**config.mk**
```make
export PLATFORM = sky130hd
export DESIGN_NAME = ssm_step_scheduler
export DESIGN_NICKNAME = d
export VERILOG_FILES = /design/src/rtl/ssm_step_scheduler.sv
export SDC_FILE = /design/constraint.sdc
export NUM_CORES = 1
export LEC_CHECK = 0
export BUFFER_PORTS_ARGS = -buffer_cell sky130_fd_sc_hd__buf_2
export CORE_MARGIN = 1
export CORE_UTILIZATION = 61
export CTS_BUF_LIST = sky130_fd_sc_hd__clkbuf_8
export DETAILED_ROUTE_END_ITERATION = 7
export PLACE_DENSITY = 0.87
export SYNTH_ARGS = -nofsm -noshare
export SYNTH_HDL_FRONTEND = slang
export SYNTH_SLANG_ARGS = --single-unit
```
**constraint.sdc**
```tcl
create_clock -name clk -period 5.5 [get_ports clk]
set_clock_uncertainty 0.1 [all_clocks]
set_input_delay 0.55 -clock clk [delete_from_list [all_inputs] [get_ports clk]]
set_output_delay 0.55 -clock clk [all_outputs]
set_load 0.02 [all_outputs]
```
**src/rtl/ssm_step_scheduler.sv**
```systemverilog
// ssm_step_scheduler
//
// Sequences a run of timesteps through the MAC -> bias -> sigmoid ->
// EW-update -> gate pipeline. Each timestep is a burst of D/TILE_SIZE tile
// tokens offered on the MAC input stream. A credit counter bounds the number
// of tiles in flight, and tiles are retired by watching the gate output
// handshake. Between steps the block waits for every tile to retire. This
// barrier keeps EW state reads of step t+1 behind the writes of step t.
//
// Optional feature: define SSM_SCHED_PERF_EN to add three 32-bit performance
// counters (busy cycles, credit stalls, TREADY stalls). They are cleared on
// reset and on command acceptance.
//
// Ports
//   clk, rst          : single rising-edge clock, synchronous active-high reset
//   cmd_valid/ready   : run request handshake; cmd_ready is high only in IDLE
//   cmd_steps         : number of timesteps in the requested run
//   mac_TVALID/TREADY : tile token handshake towards the pipeline s_axis
//   y_TVALID/TREADY   : monitored gate output handshake; each beat retires a tile
//   sof               : high with mac_TVALID on tile 0 of every step
//   tile_idx          : index of the tile currently offered
//   step_idx          : current step
//   inflight          : tiles issued but not yet retired
//   busy              : scheduler is not idle
//   step_done         : one-cycle pulse when a step is fully retired
//   run_done          : one-cycle pulse at the end of a run
//   err_underflow     : sticky; a retire was seen with nothing in flight
//   perf_*            : (SSM_SCHED_PERF_EN only) performance counters
module ssm_step_scheduler #(
  parameter int TILE_SIZE = 4,
  parameter int D         = 256,
  parameter int TILE_W    = $clog2(D / TILE_SIZE),
  parameter int STEP_W    = 16,
  parameter int CREDITS   = 8,
  parameter int CRED_W    = $clog2(CREDITS + 1)
) (
  input  logic              clk,
  input  logic              rst,
  input  logic              cmd_valid,
  output logic              cmd_ready,
  input  logic [STEP_W-1:0] cmd_steps,
  output logic              mac_TVALID,
  input  logic              mac_TREADY,
  input  logic              y_TVALID,
  input  logic              y_TREADY,
  output logic              sof,
  output logic [TILE_W-1:0] tile_idx,
  output logic [STEP_W-1:0] step_idx,
  output logic [CRED_W-1:0] inflight,
  output logic              busy,
  output logic              step_done,
  output logic              run_done,
  output logic              err_underflow
`ifdef SSM_SCHED_PERF_EN
  ,
  output logic [31:0]       perf_cycles,
  output logic [31:0]       perf_credit_stall,
  output logic [31:0]       perf_tready_stall
`endif
);

  localparam int                TILES     = D / TILE_SIZE;
  localparam logic [TILE_W-1:0] TILE_LAST = TILE_W'(TILES - 1);
  localparam logic [CRED_W-1:0] CRED_MAX  = CRED_W'(CREDITS);

  typedef enum logic [1:0] {
    IDLE  = 2'd0,
    ISSUE = 2'd1,
    DRAIN = 2'd2,
    FIN   = 2'd3
  } state_t;

  state_t              state_q, state_d;
  logic                cmd_ready_q, cmd_ready_d;
  logic [TILE_W-1:0]   tile_idx_q, tile_idx_d;
  logic [STEP_W-1:0]   step_idx_q, step_idx_d;
  logic [STEP_W-1:0]   steps_q, steps_d;
  logic [CRED_W-1:0]   inflight_q, inflight_d;
  logic                err_q, err_d;
  logic                zero_hold_q, zero_hold_d;

  logic                issue;
  logic                retire;
  logic                accept;
  logic                last_tile;
  logic                last_step;
  logic                drained;

  // ---------------------------------------------------------------------------
  // Output decode: every output comes from registers only.
  // ---------------------------------------------------------------------------
  always_comb begin
    mac_TVALID = (state_q == ISSUE) && (inflight_q < CRED_MAX);
    sof        = mac_TVALID && (tile_idx_q == '0);
    drained    = (state_q == DRAIN) && (inflight_q == '0);
    step_done  = drained;
    // A zero-step run spends two cycles in FIN. run_done is suppressed on the
    // first one, so it lands two cycles after acceptance. A normal run leaves
    // FIN after one cycle, the cycle after the final step_done.
    run_done   = (state_q == FIN) && !zero_hold_q;
    busy       = (state_q != IDLE);
  end

  assign cmd_ready     = cmd_ready_q;
  assign tile_idx      = tile_idx_q;
  assign step_idx      = step_idx_q;
  assign inflight      = inflight_q;
  assign err_underflow = err_q;

  assign issue     = mac_TVALID && mac_TREADY;
  assign retire    = y_TVALID && y_TREADY;
  assign accept    = (state_q == IDLE) && cmd_valid && cmd_ready_q;
  assign last_tile = (tile_idx_q == TILE_LAST);
  assign last_step = (step_idx_q == (steps_q - STEP_W'(1)));

  // ---------------------------------------------------------------------------
  // Next-state and counter logic
  // ---------------------------------------------------------------------------
  always_comb begin
    state_d     = state_q;
    tile_idx_d  = tile_idx_q;
    step_idx_d  = step_idx_q;
    steps_d     = steps_q;
    zero_hold_d = zero_hold_q;

    unique case (state_q)
      IDLE: begin
        if (accept) begin
          steps_d    = cmd_steps;
          step_idx_d = '0;
          tile_idx_d = '0;
          if (cmd_steps == '0) begin
            state_d     = FIN;
            zero_hold_d = 1'b1;
          end else begin
            state_d = ISSUE;
          end
        end
      end
      ISSUE: begin
        if (issue) begin
          if (last_tile) begin
            tile_idx_d = '0;
            state_d    = DRAIN;
          end else begin
            tile_idx_d = tile_idx_q + TILE_W'(1);
          end
        end
      end
      DRAIN: begin
        if (inflight_q == '0) begin
          step_idx_d = step_idx_q + STEP_W'(1);
          state_d    = last_step ? FIN : ISSUE;
        end
      end
      FIN: begin
        if (zero_hold_q) begin
          zero_hold_d = 1'b0;
        end else begin
          state_d = IDLE;
        end
      end
      default: state_d = IDLE;
    endcase

    cmd_ready_d = (state_d == IDLE);
  end

  // Credit accounting runs in every state. A retire with nothing in flight
  // flags underflow and the counter saturates at zero.
  always_comb begin
    inflight_d = inflight_q;
    err_d      = err_q | (retire && (inflight_q == '0));
    if (issue && !retire) begin
      inflight_d = inflight_q + CRED_W'(1);
    end else if (retire && !issue && (inflight_q != '0)) begin
      inflight_d = inflight_q - CRED_W'(1);
    end
  end

  always_ff @(posedge clk) begin
    if (rst) begin
      state_q     <= IDLE;
      cmd_ready_q <= 1'b0;
      tile_idx_q  <= '0;
      step_idx_q  <= '0;
      steps_q     <= '0;
      inflight_q  <= '0;
      err_q       <= 1'b0;
      zero_hold_q <= 1'b0;
    end else begin
      state_q     <= state_d;
      cmd_ready_q <= cmd_ready_d;
      tile_idx_q  <= tile_idx_d;
      step_idx_q  <= step_idx_d;
      steps_q     <= steps_d;
      inflight_q  <= inflight_d;
      err_q       <= err_d;
      zero_hold_q <= zero_hold_d;
    end
  end

`ifdef SSM_SCHED_PERF_EN
  // ---------------------------------------------------------------------------
  // Performance counters
  // ---------------------------------------------------------------------------
  logic [31:0] perf_cycles_q, perf_cycles_d;
  logic [31:0] perf_credit_stall_q, perf_credit_stall_d;
  logic [31:0] perf_tready_stall_q, perf_tready_stall_d;

  always_comb begin
    perf_cycles_d       = perf_cycles_q;
    perf_credit_stall_d = perf_credit_stall_q;
    perf_tready_stall_d = perf_tready_stall_q;
    if (accept) begin
      perf_cycles_d       = '0;
      perf_credit_stall_d = '0;
      perf_tready_stall_d = '0;
    end else begin
      if (busy) begin
        perf_cycles_d = perf_cycles_q + 32'd1;
      end
      if ((state_q == ISSUE) && (inflight_q == CRED_MAX)) begin
        perf_credit_stall_d = perf_credit_stall_q + 32'd1;
      end
      if (mac_TVALID && !mac_TREADY) begin
        perf_tready_stall_d = perf_tready_stall_q + 32'd1;
      end
    end
  end

  always_ff @(posedge clk) begin
    if (rst) begin
      perf_cycles_q       <= '0;
      perf_credit_stall_q <= '0;
      perf_tready_stall_q <= '0;
    end else begin
      perf_cycles_q       <= perf_cycles_d;
      perf_credit_stall_q <= perf_credit_stall_d;
      perf_tready_stall_q <= perf_tready_stall_d;
    end
  end

  assign perf_cycles       = perf_cycles_q;
  assign perf_credit_stall = perf_credit_stall_q;
  assign perf_tready_stall = perf_tready_stall_q;
`endif

endmodule

```
=== Word-level counts from Yosys, hierarchy flattened ===
Index checks and enable logic that the tools add are counted.

* $lt $le $gt $ge: 1
* Multiplexer cells: 20
* Add/sub/neg operators: 5
* Equal/unequal tests: 9
* Bitwise gates (word level): 1
* Reduce and logical (&&, ||, !) cells: 30

{| class="wikitable"
|+ Operators with widths
! cell !! count
|-
| $mux 16 || 2
|-
| $pmux 16 s2 || 1
|-
| $mux 6 || 3
|-
| $add 16x1->16 const B || 1
|-
| $eq 16x16->1 || 1
|-
| $logic_not 16->1 || 1
|-
| $sub 16x1->16 const B || 1
|-
| $mux 2 || 7
|-
| $logic_and 1x1->1 || 12
|-
| $pmux 6 s2 || 1
|-
| $reduce_bool 2->1 || 5
|-
| $reduce_and 3->1 || 3
|-
| $mux 4 || 2
|-
| $pmux 2 s4 || 1
|-
| $add 6x1->6 const B || 1
|-
| $eq 6x6->1 const B || 1
|-
| $logic_not 6->1 || 1
|-
| $add 4x1->4 const B || 1
|-
| $eq 2x2->1 const B || 2
|-
| $logic_not 2->1 || 2
|-
| $logic_not 4->1 || 1
|-
| $lt 4x4->1 const B || 1
|-
| $ne 2x1->1 const B || 2
|-
| $ne 2x2->1 const B || 2
|-
| 8 further kinds || 11
|}

* Word-level logic and storage cells: 74
* Flip-flop bits (word level): 47
* Bits of input ports: 22

=== Depth between registers and ports, before layout ===
Gate-level depths: netlist of the first run.

* Word-level depth: 8
* Depth in mapped cells: 10

=== Worst setup path before layout of the first run ===
OpenSTA, ideal clock, no wires.

* Kind: register -> register
* Start: register steps_q[0]
* End: register state_q[1]
* Required time: 5.304 ns
* Path buffers: 2
* Cell stages (with the launch flop): 11
* Path slack: 2.599 ns
* Arrival time: 2.705 ns
* Library setup time: 0.096 ns
* Clock period less this slack: 2.901 ns
* Cell sequence: dfxtp_1 clkbuf_1 inv_1 ha_1 or3b_1 buf_12 nor4_1 xnor2_1 or4b_1 a311o_1 o41ai_2

* Longest elaborated chain between the ends: 5

{| class="wikitable"
|+ RTL lines
! what !! line !! text
|-
| from (decl) || 77 || <nowiki>logic [STEP_W-1:0] steps_q, steps_d;</nowiki>
|-
| from (signal assigned) || 196 || <nowiki>steps_q <= steps_d;</nowiki>
|-
| $sub 16x1->16 || 114 || <nowiki>assign last_step = (step_idx_q == (steps_q - STEP_W'(1)));</nowiki>
|-
| $eq 16x16->1 || 114 ||
|-
| $mux 2 || 153 || <nowiki>state_d = last_step ? FIN : ISSUE;</nowiki>
|-
| $mux 2 || 151 || <nowiki>if (inflight_q == '0) begin</nowiki>
|-
| $pmux 2 s4 || 126 || <nowiki>unique case (state_q)</nowiki>
|-
| to (signal assigned) || 192 || <nowiki>state_q <= state_d;</nowiki>
|-
| to (decl) || 73 || <nowiki>state_t state_q, state_d;</nowiki>
|}

No other way between the ends.
A chain may end at the register's enable or synchronous reset.

=== Worst setup path after layout of the first run ===
Same ends and word-level chain as after synthesis.

==> results of run 1 <==
## how the worst min path moves through the flow
stage                                   from                        to  slack [ps]  depth (start not counted)
finish              zero_hold_q$_SDFFE_PP0P_  zero_hold_q$_SDFFE_PP0P_         390                          2
global route                    cmd_steps[9]   steps_q[9]$_SDFFE_PP0P_         390                          3
CTS                            cmd_steps[10]  steps_q[10]$_SDFFE_PP0P_         390                          3
detailed placement  zero_hold_q$_SDFFE_PP0P_  zero_hold_q$_SDFFE_PP0P_         380                          2
global placement    err_underflow$_SDFF_PP0_  err_underflow$_SDFF_PP0_         340                          2
floorplan           steps_q[15]$_SDFFE_PP0P_  steps_q[15]$_SDFFE_PP0P_         350                          2
## registers in the layout, summed over array words and instances, names as in the netlist
register       flops
inflight           4
steps_q           16
zero_hold_q        1
tile_idx           6
cmd_ready          1
step_idx          16
err_underflow      1
state_q            2
## layout by cell type, fill, tap and decap left out, drive strengths merged, types with 3 or more instances in the layout
| master | n |
|---|---|
| nand4 | 6 |
| ha | 6 |
| o21ai | 9 |
| clkbuf | 6 |
| inv | 8 |
| dfxtp | 47 |
| buf | 55 |
| a21oi | 30 |
| nand3 | 11 |
| nor2b | 3 |
| nor2 | 46 |
| or4 | 4 |
| xor2 | 14 |
| or3 | 4 |
| a31oi | 3 |
| and3 | 5 |
| nand2 | 45 |
| nor3 | 10 |
| nor4 | 13 |
| xnor2 | 22 |
| mux2i | 4 |
| nand2b | 6 |
## power breakdown
| group | total, mW | switching, mW | internal (mW) |
|---|---|---|---|
| combinational | 0.198 | 0.113 | 0.0853 |
| clock | 0.264 | 0.117 | 0.147 |
| sequential | 0.384 | 0.0259 | 0.358 |
| total | 0.846 | 0.256 | 0.590 |
## cells by family after synthesis
logic type	after synthesis	synth area share (%)
simple gates	169	31.5
compound gates	56	12.4
flops	47	34.9
xor+xnor	36	11.7
buf+inv	25	4.50
fa+ha+maj	7	3.52
mux	4	1.48
## tightest hold or removal path, delay by kind of cell (launching register included)
kind / cells / cell delay, ps
AO/OA/AOI/OAI: 1 / 50
flip-flops: 1 / 330
AND/OR/NAND/NOR: 1 / 60
## through the flow
stage	util (%)	instance area, sq um	cells	total power [mW]	worst slack [ps]
finish	74.6	3070	440	0.846	2540
global route	74.6	3070	440	0.884	2310
CTS	74.6	3070	440	0.846	2530
detailed placement	71.8	2950	432	0.587	2570
global placement	71.8	2950	432	0.579	2650
floorplan	-	2700	344	0.541	2600
## layout make-up
type	instances	share of cell area [%]
Tap cell	50	2.04
Sequential cell	47	30.6
Multi-Input combinational cell	272	53.5
Inverter	8	0.978
Clock inverter	2	1.14
Timing Repair Buffer	55	9.04
Clock buffer	6	2.69
## metal layers
metal / GRT usage [%] / share of wire [%] / up-vias
li1: - / - / 1288
met1: 39.3 / 46 / 1176
met2: 46.6 / 47 / 69
met3: 5.92 / 5.1 / 8
met4: 7.03 / 1.3 / 0
met5: 0 / 0 / -
==> reports/qor.yml, run 1 <==
status: "completed"
synth-main-ff-cell: "dfxtp_1"
syn-cell-area_sq_mm: 0.00270
critPathRequiredTime_ps: 5610
critPathLaunch: "steps_q[0]$_SDFFE_PP0P_"
clock-sinks: 47
drt_first_pass_iters: 4
crit_type: "register to register"
arrival_ps: 3080
gr-total-overflow: 0
crit-reg2reg-launch: "steps_q[0]$_SDFFE_PP0P_"
antenna_found_initial: 0
synth_top_area_cell: "dfxtp_1"
r2r-end: "state_q[1]$_SDFF_PP0_"
grt_pass1_wl_mm: 10.2
synth_edf_count: 0
syn_area_per_cell_sq_um: 7.85
powerDensity_mw_per_mm2: 275
clockRootBuffer: "clkbuf_8"
drive_gt1_share_pct: 17.7
cpLargestDelayFamily: "simple AND/OR/NAND/NOR gates"
path_cells: "inv_1, ha_1, or3b_1, nor4_1, xnor2_1, or4b_1, a311o_1, o41ai_2"
final_nets: 418
ant_nets: 0
ys_seq_elements: 47
grt_util_all_layers_pct: 28.9
yosys-top-cells-count: "dfxtp_1, nor2_1, nand2_1"
synth.area.top_cells: "dfxtp_1, xnor2_1, nor2_1"
synthToLayoutAreaGrowth_pct: 13.8
grt_start_max_net_pins: 33
routabilityCongestion: 0.919
path_max_fanout: 8
cts.path.max_buffers: 2
hold_ws_ps: 387
async_flop_share_pct: 0
finalCriticalPeriod_ps: 2960
die_y_um: 68.5
synth_nets: 373
dieArea_sq_mm: 0.00469
drt_wl_total_mm: 6.23
dpl.hpwl_mm: 4.60
nFillCells: 328
cts_hold_buf: 0
multiInputGateArea_sq_mm: 0.00164
initial_core_util_pct: 65.6
cts_setup_buffers: 0
max_stage_delay_ps: 500
die_w_um: 68.5
hold_violations: 0
drc: 0
max_slew_margin_pct: 44.6
vias: 2541
maxSlewViolCount: 0
rrSetupSlack_ps: 2540
slowest_stage: "or3b_1"
netlist.area_leader.share_pct: 34.9
crit_end: "state_q[1]$_SDFF_PP0_"
grt_pass1_vias: 2227
hold_class: "register to register"
yosysWarnings: 0
reg2regPathDepth: 8
max_slew.worst_pin.slew_ps: 820
viasPerCell: 5.78
coreArea_sq_mm: 0.00412
irDropWorstVdd_mv: 0.168
setup_tns_ps: 0
cts-buffers-inserted: 5
clk_pin_slew_ps: 90
clock_latency_ps: 300
post_cts_resize_count: 0
path_buf_inv: 1
cts_tree: "yes"
yosysMostFrequentCell: "dfxtp_1"
synth_cells: 344
io_buffer_count: 54
cp.depth: 8
core.rowCount: 23
io-pin-count: 55
rsz0062_at_grt: "no"
drv_cap: 0
finalCritPeriodShare_pct: 53.9
finalSetupViolCount: 0
drt-initial-drc-count: 184
synth_cell_types: 49
fmax_ghz: 0.337
diodes: 0
seq_area_frac_synth_pct: 34.9
h-tree-depth: 2
drt-wirelength-per-cell_um: 14.2
cp-end-kind: "register"
seq_area_sq_um: 941
power.leakage_nw: 1.27
crit_path_start_kind: "register"
(Power assumes the default switching activity.)
==> inputs of run 2 (changes only) <==
Settings changed: CORE_UTILIZATION 61 to 51, PLACE_DENSITY 0.87 to 0.78.
Clock period 5.5 ns to 2.7 ns, I/O delays scaled along.
==> run 2 against run 1 <==
  * The flow now finishes with violations (setup timing)
  * Die area grew 19%
  * Core utilization shrank 12 points
  * Largest power group unchanged
  * Non-clock buffer count grew 14
==> reports/qor.yml, run 2 (synthesized netlist as in run 1, its figures left out) <==
status: "complete, but fails checks"
violations: "setup timing"
die_y_um: 74.7  # +9.1%
crit_path_start_kind: "register"
layout.cells.non_filler: 474  # +7.7%
cpLargestDelayFamily: "simple AND/OR/NAND/NOR gates"
ant_nets: 0  # unchanged
drive_gt1_share_pct: 21.5  # +3.8 points
drt-initial-drc-count: 146  # -21%
clockRootBuffer: "clkbuf_8"
arrival_ps: 2820  # -260 ps
setup_ws_ps: -4.07  # -2540 ps
dieArea_sq_mm: 0.00559  # +19%
comb_power_share_pct: 27.2  # +3.7 points
clock-sinks: 47  # unchanged
rsz0062_at_grt: "yes"
crit-reg2reg-launch: "steps_q[8]$_SDFFE_PP0P_"
finalInstanceArea_sq_mm: 0.00320  # +4.0%
clkPwrFrac_pct: 25.3  # -5.9 points
die_w_um: 74.7  # +9.1%
clk_pin_slew_ps: 90  # about the same
reg2regPathDepth: 6  # -2
max_stage_delay_ps: 540  # +40 ps
max_slew.worst_pin.slew_ps: 566  # -254 ps
antenna_found_initial: 0  # unchanged
clock_latency_ps: 300  # about the same
diodes: 0  # unchanged
max_slew_margin_pct: 62.1  # +18 points
drc: 0  # unchanged
swShare_pct: 32.3  # +2.1 points
drv_cap: 0  # unchanged
hold_violations: 0  # unchanged
cts-buffers-inserted: 5  # unchanged
min_path_cells: 3  # +1
final_nets: 432  # +3.3%
crit_type: "register to register"
fmax_ghz: 0.370  # +9.6%
critPathRequiredTime_ps: 2820  # -2790 ps
power.switching_mw: 0.528  # +110%
cts_setup_buffers: 0  # unchanged
h-tree-depth: 2  # unchanged
io-pin-count: 55  # unchanged
min_from: "cmd_steps[13]"
post-place-cells: 466  # +7.9%
finalCritPeriodShare_pct: 100  # +46 points
viasPerCell: 5.41  # -6.3%
drt_first_pass_iters: 4  # unchanged
path_buf_inv: 0  # -1
rrSetupSlack_ps: -4  # -2540 ps
irDropWorstVdd_mv: 0.410  # +140%
maxSlewViolCount: 0  # unchanged
routabilityCongestion: 0.964  # +4.9%
nFillCells: 477  # +45%
final_cell_mix: "buf_2, nor2_1, dfxtp_1"
coreArea_sq_mm: 0.00511  # +24%
p_int_mw: 1.10  # +87%
path_max_fanout: 3  # -5
grt_util_all_layers_pct: 23.6  # -5.3 points
hold_class: "input pin to register"
power.leakage_nw: 1.33  # +4.6%
dpl.hpwl_mm: 4.82  # +4.8%
cts_tree: "yes"
path_cells: "or4_4, or3_4, o31a_1, or4b_1, a311o_1, o41ai_2"
drt_wl_total_mm: 6.27  # +0.53%
placed_area_sq_mm: 0.00310  # +5.1%
grt_pass1_vias: 2233  # +0.27%
final_common_cell: "buf_2"
cts_hold_buf: 0  # unchanged
slowest_stage: "or4_4"
initial_core_util_pct: 52.8  # -13 points
core.rowCount: 26  # +13%
cts.path.max_buffers: 2  # unchanged
powerDensity_mw_per_mm2: 511  # +86%
hold_path_end: "steps_q[13]$_SDFFE_PP0P_"
grt_start_max_net_pins: 33  # unchanged
finalCriticalPeriod_ps: 2700  # -261 ps
cp-end-kind: "register"
io_buffer_count: 54  # unchanged
finalSetupViolCount: 1  # +1
r2r-end: "state_q[1]$_SDFF_PP0_"
drt-wirelength-per-cell_um: 13.2  # -6.7%
gr-total-overflow: 0  # unchanged
grt_pass1_wl_mm: 10.2  # +0.75%
seq_power_share_pct: 47.5  # +2.1 points
vias: 2565  # +0.94%
synthToLayoutAreaGrowth_pct: 18.4
[run 2: cell types whose count changed in the layout (fill, tap and decap cells not counted), sizes merged]
cell	change
buf	+14
bufinv	-1
clkbuf	-1
clkinvlp	+1
inv	+1
[run 2: metal layers]
metal	part of all wire [%]	vias to the layer above	global-route usage, %
li1	-	1321	-
met4	1.4	0	7.13
met3	4.1	8	4.15
met1	48	1167	33.1
met2	46	69	37.2
met5	0	-	0
[run 2: timing repair]
action,CTS,global route
gates resized for setup,1,1
hold endpoints to repair,0,0
setup endpoints to repair,1,1
[run 2: metrics by stage]
| step | hold WS (ps) | worst slack, ps | util (%) | total power [mW] | setup TNS (ps) |
|---|---|---|---|---|---|
| final | 107 | -4.07 | 62.6 | 1.63 | -4.07 |
| after global routing | 96.9 | -106 | 62.6 | 1.73 | -106 |
| after CTS | 102 | -8.99 | 62.5 | 1.64 | -8.99 |
| after detailed placement | 373 | 5.99 | 60.8 | 1.23 | 0 |
| after global placement | 360 | 29.1 | 60.8 | 1.22 | 0 |
| after floorplan | 306 | -40.6 | - | 1.11 | -40.6 |
[run 2: final cells by class]
cell class	count	area, sq um	area share, %
Tap cell	70	87.6	2.74
Clock buffer	5	68.8	2.15
Clock inverter	3	16.3	0.509
Timing Repair Buffer	69	383	12.0
Multi-Input combinational cell	272	1670	52.2
Sequential cell	47	942	29.5
Inverter	8	30.0	0.940
[run 2: worst reg2reg max path: stages, from the launching register on]
cell	delay, ps
dfxtp_2	330
or4_4	540
or3_4	380
o31a_1	240
or4b_1	460
a311o_1	290
o41ai_2	290
[run 2: worst max path at each step]
stage                       startpoint                    end  depth (start not counted)
4_1_cts        steps_q[8]$_SDFFE_PP0P_  state_q[1]$_SDFF_PP0_                          6
5_1_grt        steps_q[8]$_SDFFE_PP0P_  state_q[1]$_SDFF_PP0_                          6
6_report       steps_q[8]$_SDFFE_PP0P_  state_q[1]$_SDFF_PP0_                          6
3_3_place_gp   steps_q[8]$_SDFFE_PP0P_  state_q[1]$_SDFF_PP0_                          6
2_1_floorplan  steps_q[6]$_SDFFE_PP0P_  state_q[1]$_SDFF_PP0_                          7
3_5_place_dp   steps_q[8]$_SDFFE_PP0P_  state_q[1]$_SDFF_PP0_                          6
[run 2: power by group through the flow]
stage / combinational (mW) / clock (mW) / sequential, mW
2_1_floorplan: 0.304 / 0 / 0.809
3_3_place_gp: 0.432 / 0 / 0.789
3_5_place_dp: 0.438 / 0 / 0.791
4_1_cts: 0.445 / 0.421 / 0.775
5_1_grt: 0.491 / 0.454 / 0.784
6_report: 0.445 / 0.413 / 0.775
